<file path="src/rtl/freq_meter.sv">
// Gated frequency counter: counts synchronized rising edges of sig_in
// over a 2^(GATE_LOG2_MIN+gate_sel) cycle window, single-shot or continuous.
module freq_meter #(
  parameter int CNT_W         = 32,
  parameter int GATE_LOG2_MIN = 10,
  parameter int SYNC_STAGES   = 2
) (
  input  logic             clk,
  input  logic             reset,
  input  logic             sig_in,
  input  logic             start,
  input  logic             continuous,
  input  logic [3:0]       gate_sel,
  output logic [CNT_W-1:0] count_out,
  output logic             count_valid,
  output logic             overflow,
  output logic             busy
);

  localparam int GW = GATE_LOG2_MIN + 16;
  localparam logic [CNT_W-1:0] C_ONE  = {{(CNT_W-1){1'b0}}, 1'b1};
  localparam logic [GW-1:0]    G_ONE  = {{(GW-1){1'b0}}, 1'b1};

  typedef enum logic [1:0] {
    S_IDLE,
    S_ARM,
    S_MEAS,
    S_DONE
  } state_t;

  state_t r_state;

  logic [SYNC_STAGES-1:0] r_sync;
  logic                   r_prev;
  logic [CNT_W-1:0]       r_edge;
  logic [GW-1:0]          r_gate;
  logic [3:0]             r_gsel;
  logic                   r_ovf;

  logic                   w_edge;
  logic                   w_sat;
  logic                   w_last;
  logic [GW-1:0]          w_lastcnt;
  logic [CNT_W-1:0]       w_edge_nxt;
  logic                   w_ovf_nxt;

  always_ff @(posedge clk) begin
    if (reset) begin
      r_sync <= '0;
      r_prev <= 1'b0;
    end else begin
      r_sync <= {r_sync[SYNC_STAGES-2:0], sig_in};
      r_prev <= r_sync[SYNC_STAGES-1];
    end
  end

  assign w_edge = r_sync[SYNC_STAGES-1] & ~r_prev;
  assign w_sat  = &r_edge;

  // Low GATE_LOG2_MIN+gsel bits set: the gate_cnt value of the final cycle.
  assign w_lastcnt = ~({GW{1'b1}} << (GATE_LOG2_MIN + int'(r_gsel)));
  assign w_last    = (r_gate == w_lastcnt);

  always_comb begin
    w_edge_nxt = r_edge;
    w_ovf_nxt  = r_ovf;
    if (w_edge) begin
      if (w_sat) begin
        w_ovf_nxt = 1'b1;
      end else begin
        w_edge_nxt = r_edge + C_ONE;
      end
    end
  end

  always_ff @(posedge clk) begin
    if (reset) begin
      r_state     <= S_IDLE;
      r_edge      <= '0;
      r_gate      <= '0;
      r_gsel      <= '0;
      r_ovf       <= 1'b0;
      count_out   <= '0;
      count_valid <= 1'b0;
      overflow    <= 1'b0;
      busy        <= 1'b0;
    end else begin
      unique case (r_state)
        S_IDLE: begin
          count_valid <= 1'b0;
          if (start || continuous) begin
            r_gsel  <= gate_sel;
            busy    <= 1'b1;
            r_state <= S_ARM;
          end
        end
        S_ARM: begin
          r_edge  <= '0;
          r_gate  <= '0;
          r_ovf   <= 1'b0;
          r_state <= S_MEAS;
        end
        S_MEAS: begin
          r_gate <= r_gate + G_ONE;
          r_edge <= w_edge_nxt;
          r_ovf  <= w_ovf_nxt;
          if (w_last) begin
            count_out   <= w_edge_nxt;
            overflow    <= w_ovf_nxt;
            count_valid <= 1'b1;
            r_state     <= S_DONE;
          end
        end
        S_DONE: begin
          count_valid <= 1'b0;
          if (continuous) begin
            r_gsel  <= gate_sel;
            r_state <= S_ARM;
          end else begin
            busy    <= 1'b0;
            r_state <= S_IDLE;
          end
        end
        default: begin
          busy    <= 1'b0;
          r_state <= S_IDLE;
        end
      endcase
    end
  end

endmodule
</file>
<file path="config.mk">
export PLATFORM = sky130hd
export DESIGN_NAME = freq_meter
export DESIGN_NICKNAME = d
export VERILOG_FILES = /design/src/rtl/freq_meter.sv
export SDC_FILE = /design/constraint.sdc
export NUM_CORES = 1
export LEC_CHECK = 0
export BUFFER_PORTS_ARGS = -buffer_cell sky130_fd_sc_hd__buf_2
export CORE_ASPECT_RATIO = 0.6
export CORE_UTILIZATION = 60
export DETAILED_ROUTE_END_ITERATION = 7
export PLACE_DENSITY = 0.87
export SLEW_MARGIN = 20
export SYNTH_ARGS = -nofsm -noshare
export SYNTH_HDL_FRONTEND = slang
export SYNTH_SLANG_ARGS = --single-unit
</file>
<file path="constraint.sdc">
create_clock -name clk -period 3.7 [get_ports clk]
set_input_delay 0.185 -clock clk [delete_from_list [all_inputs] [get_ports clk]]
set_output_delay 0.185 -clock clk [all_outputs]
set_load 0.01 [all_outputs]
</file>
==> summary.md <==
| Metric | Value |
|---|---|
| Status | `finished clean` |
| Initial antenna violation count | `0` |
| Mux cell area share after synthesis | `6.04%` |
| H-tree depth | `3` |
| Register area share after synthesis | `35.6%` |
| Total global-route track usage | `29.9%` |
| I/O Pins | `44` |
| Setup Viol. Count Final | `0` |
| Nets | `754` |
| DR iter-0 viols | `886` |
| Hold Fails Final Rpt | `0` |
| DRT antenna net count | `0` |
| GR Overflow Total | `0` |
| Sink Count | `103` |
| RSZ-0062 raised after global routing | `false` |
| Slew HR | `40.0%` |
| Synth Area in Compound Gates | `15.5%` |
| Clock transition at path regs | `0.07 ns` |
| Avg WL per Cell | `16.9 um` |
| Pin count of the biggest net entering global routing | `47` |
| Placed wire-length estimate | `10.0 mm` |
| Horiz. Die Dim | `129 um` |
| First-pass GRT wire length | `23.8 mm` |
| Synthesized area per cell | `8.15 sq um` |
| Worst path cell trace | `buf_4, ha_1, inv_1, ha_1, buf_4, nor2_1, a221oi_2, nand4b_1, nor4_2, or4b_4, nor4_4, buf_4, buf_6, mux2i_1, nor2_1` |
| CTS Buf Count | `9` |
| Gate Count Post-Synth | `711` |
| Critical Path AT | `3.74 ns` |
| Share of layout cells above drive strength 1 | `14.1%` |
| Core Box Area | `9290 sq um` |
| Setup Skew | `0.00852 ns` |
| Crit path max-delay family | `simple AND/OR/NAND/NOR gates` |
| DP Worst Slack | `0.197 ns` |
| Number of diodes | `0` |
| Main flop type after synthesis | `dfxtp_1` |
| Setup crit start kind | `flop` |
| Worst path required time | `3.90 ns` |
| Worst Hold Class | `in2reg` |
| Initial Util | `62.4%` |
| Die Y | `78.1 um` |
| Filler instances | `735` |
| Max VDD drop | `480 uV` |
| GP Congestion | `0.927` |
| Final Cycle Share | `95.7%` |
| CP Buf/Inv Count | `5` |
| Vias per cell | `6.27` |
| Post-Route WL | `14.7 mm` |
| Post-synth EDFFs | `0` |
| Max incr delay on CP | `0.52 ns` |
| Setup TNS | `0 ns` |
| Area delta synth->final | `10.2%` |
| Cell Rows | `27` |
| Cell mode on critical path | `buf_4` |
| Vias | `5,456` |
| Slowest stage cell, crit path | `or4b_4` |
| F_max | `0.282 GHz` |
| Latest clock arrival within the worst-skew pair | `0.35 ns` |
| Synth Area in Adders | `2.16%` |
| Multi-input gate area | `3410 sq um` |
| Crit Path Category | `reg2reg` |
| Slew at the pin closest to its max-slew limit | `0.892 ns` |
| Area occupied by registers | `2060 sq um` |
| LEAKAGE | `2.37 nW` |
| Port bufs | `43` |
| CTS tree | `done` |
| Max-slew violations | `0` |
| Pwr/cell area | `513 nW/um^2` |
| Mapped cell area | `5800 sq um` |
| Yosys warnings | `0` |
| Largest family of logic cells by synthesized area | `simple AND/OR/NAND/NOR gates` |
| Drt first pass iters | `5` |
| CP Max Fanout | `14` |
| Max-cap violations | `0` |
| DRC violations left | `0` |
| Min Tclk post-route | `3.54 ns` |
| Yosys cell types | `75` |
| Ys async rst share | `0%` |
| Crit path setup slack, layout | `0.158 ns` |
| Synthesized-area fraction occupied by xor and xnor cells | `8.31%` |
| Worst-case clock buffer depth | `2` |
| Crit. End Element | `flop` |
| Vias in the first global route | `4,853` |
| CTS root buffer | `clkbuf_16` |
| FF+latch count, synth | `103` |
| Die area | `10,100 sq um` |
| Simple-gate share of the synthesized area | `26.3%` |
| Net Count, Synth | `730` |
==> what timing repair did <==
action / in CTS / in global routing
resized for setup: 0 / 9
endpoints found under the setup margin: 0 / 36
hold buffers: 0 / 0
hold endpoints to repair: 0 / 0
setup buffers: 0 / 1
==> path summary, 6_finish.rpt <==
| kind | start | end | slack, ns | depth (start not counted) |
|---|---|---|---|---|
| max | r_gsel[1]$_SDFFE_PP0P_ | count_out[27]$_SDFFE_PP0P_ | 0.16 | 15 |
| max reg2reg | r_gsel[1]$_SDFFE_PP0P_ | count_out[27]$_SDFFE_PP0P_ | 0.16 | 15 |
| min | gate_sel[2] | r_gsel[2]$_SDFFE_PP0P_ | 0.08 | 3 |
| min reg2reg | r_sync[0]$_SDFF_PP0_ | r_sync[1]$_SDFF_PP0_ | 0.46 | 1 |
==> worst register-to-register path: cells and delay by family (launching register included) <==
kind	cells	cell delay (ns)
adders and majority gates	2	0.50
AOI/OAI and AO/OA	1	0.20
buffers and inverters	5	0.80
muxes	1	0.20
DFF	1	0.38
and+or+nand+nor	6	1.30
==> cell families after synthesis <==
kind of cell    count (synthesis)
simple gates                  316
compound gates                130
flops                         103
buf+inv                        62
xor+xnor                       55
mux                            35
fa+ha+maj                      10
==> layout by cell type, fill, tap and decap left out, types with 5 or more instances in the layout <==
| cell type | count |
|---|---|
| mux2i_1 | 35 |
| a22oi_1 | 7 |
| buf_4 | 16 |
| or3_1 | 11 |
| nand3_1 | 22 |
| nand4_1 | 18 |
| a21bo_2 | 7 |
| nor3_1 | 20 |
| nor2b_1 | 13 |
| clkbuf_16 | 10 |
| nand2_1 | 68 |
| nor4_1 | 8 |
| ha_1 | 10 |
| xor2_1 | 35 |
| o21ai_0 | 28 |
| buf_2 | 43 |
| xnor2_1 | 20 |
| and4_1 | 5 |
| nor2_1 | 117 |
| a211oi_1 | 7 |
| inv_1 | 13 |
| o211ai_1 | 5 |
| dfxtp_1 | 102 |
| a21oi_1 | 35 |
| and3_1 | 7 |
==> cell usage after synthesis, drive strengths merged (3+ instances only) <==
master / number / share of area [%]
nand3: 22 / 1.9
o31ai: 5 / 0.89
or3: 12 / 1.3
nor4: 10 / 1.2
nor2b: 14 / 1.6
and3: 7 / 0.76
xnor2: 20 / 3.0
xor2: 35 / 5.3
a21oi: 36 / 3.2
clkbuf: 25 / 1.7
dfxtp: 103 / 36
a211oi: 7 / 0.91
or4: 3 / 0.45
a2111oi: 3 / 0.45
mux2i: 35 / 6.0
o211ai: 5 / 0.65
ha: 10 / 2.2
nand2: 68 / 4.4
inv: 13 / 0.84
o21ai: 30 / 2.6
nor2: 118 / 7.8
nand2b: 4 / 0.43
nor3: 20 / 1.7
a21o: 3 / 0.39
nand4: 19 / 2.2
and4: 5 / 0.76
a22oi: 7 / 0.91
buf: 24 / 3.6
and2: 4 / 0.43
a21bo: 7 / 1.2
o22ai: 3 / 0.32
==> power breakdown <==
part | internal, mW | switching (mW) | total [mW]
registers | 1.14 | 0.0328 | 1.17
clock network | 0.548 | 0.436 | 0.984
logic | 0.399 | 0.717 | 1.12
==> state kept, by name (all words and copies together) (netlist names) <==
signal and count:
busy 1, count_out 32, count_valid 1, overflow 1, r_edge 32, r_gate 26, r_gsel 4, r_ovf 1
r_prev 1, r_state 2, r_sync 2
==> metal layers <==
metal | vias up | wire length (um) | track usage, %
li1 | 2551 | - | -
met1 | 2607 | 6920 | 43.6
met2 | 270 | 6300 | 44.5
met3 | 28 | 1350 | 6.13
met4 | 0 | 158 | 7.88
met5 | - | 0 | 0
==> final cells by class <==
type | instances | area share, %
multi-input cells | 546 | 53.4
inverters | 13 | 0.764
clock buffers | 10 | 3.74
repair buffers | 62 | 6.13
clock inverters | 6 | 1.06
well taps | 130 | 2.55
flip-flops and latches | 103 | 32.3
==> stage by stage <==
step / util [%] / power [mW] / hold WS, ns / cells / instance area, sq um
floorplan: - / 1.99 / 0.313 / 711 / 5800
global placement: 64.7 / 2.21 / 0.423 / 851 / 6010
detailed placement: 64.7 / 2.26 / 0.432 / 851 / 6010
CTS: 68.0 / 3.24 / 0.0719 / 867 / 6320
global route: 68.7 / 3.43 / 0.0967 / 870 / 6380
finish: 68.7 / 3.27 / 0.0801 / 870 / 6380
(Power assumes the default switching activity.)
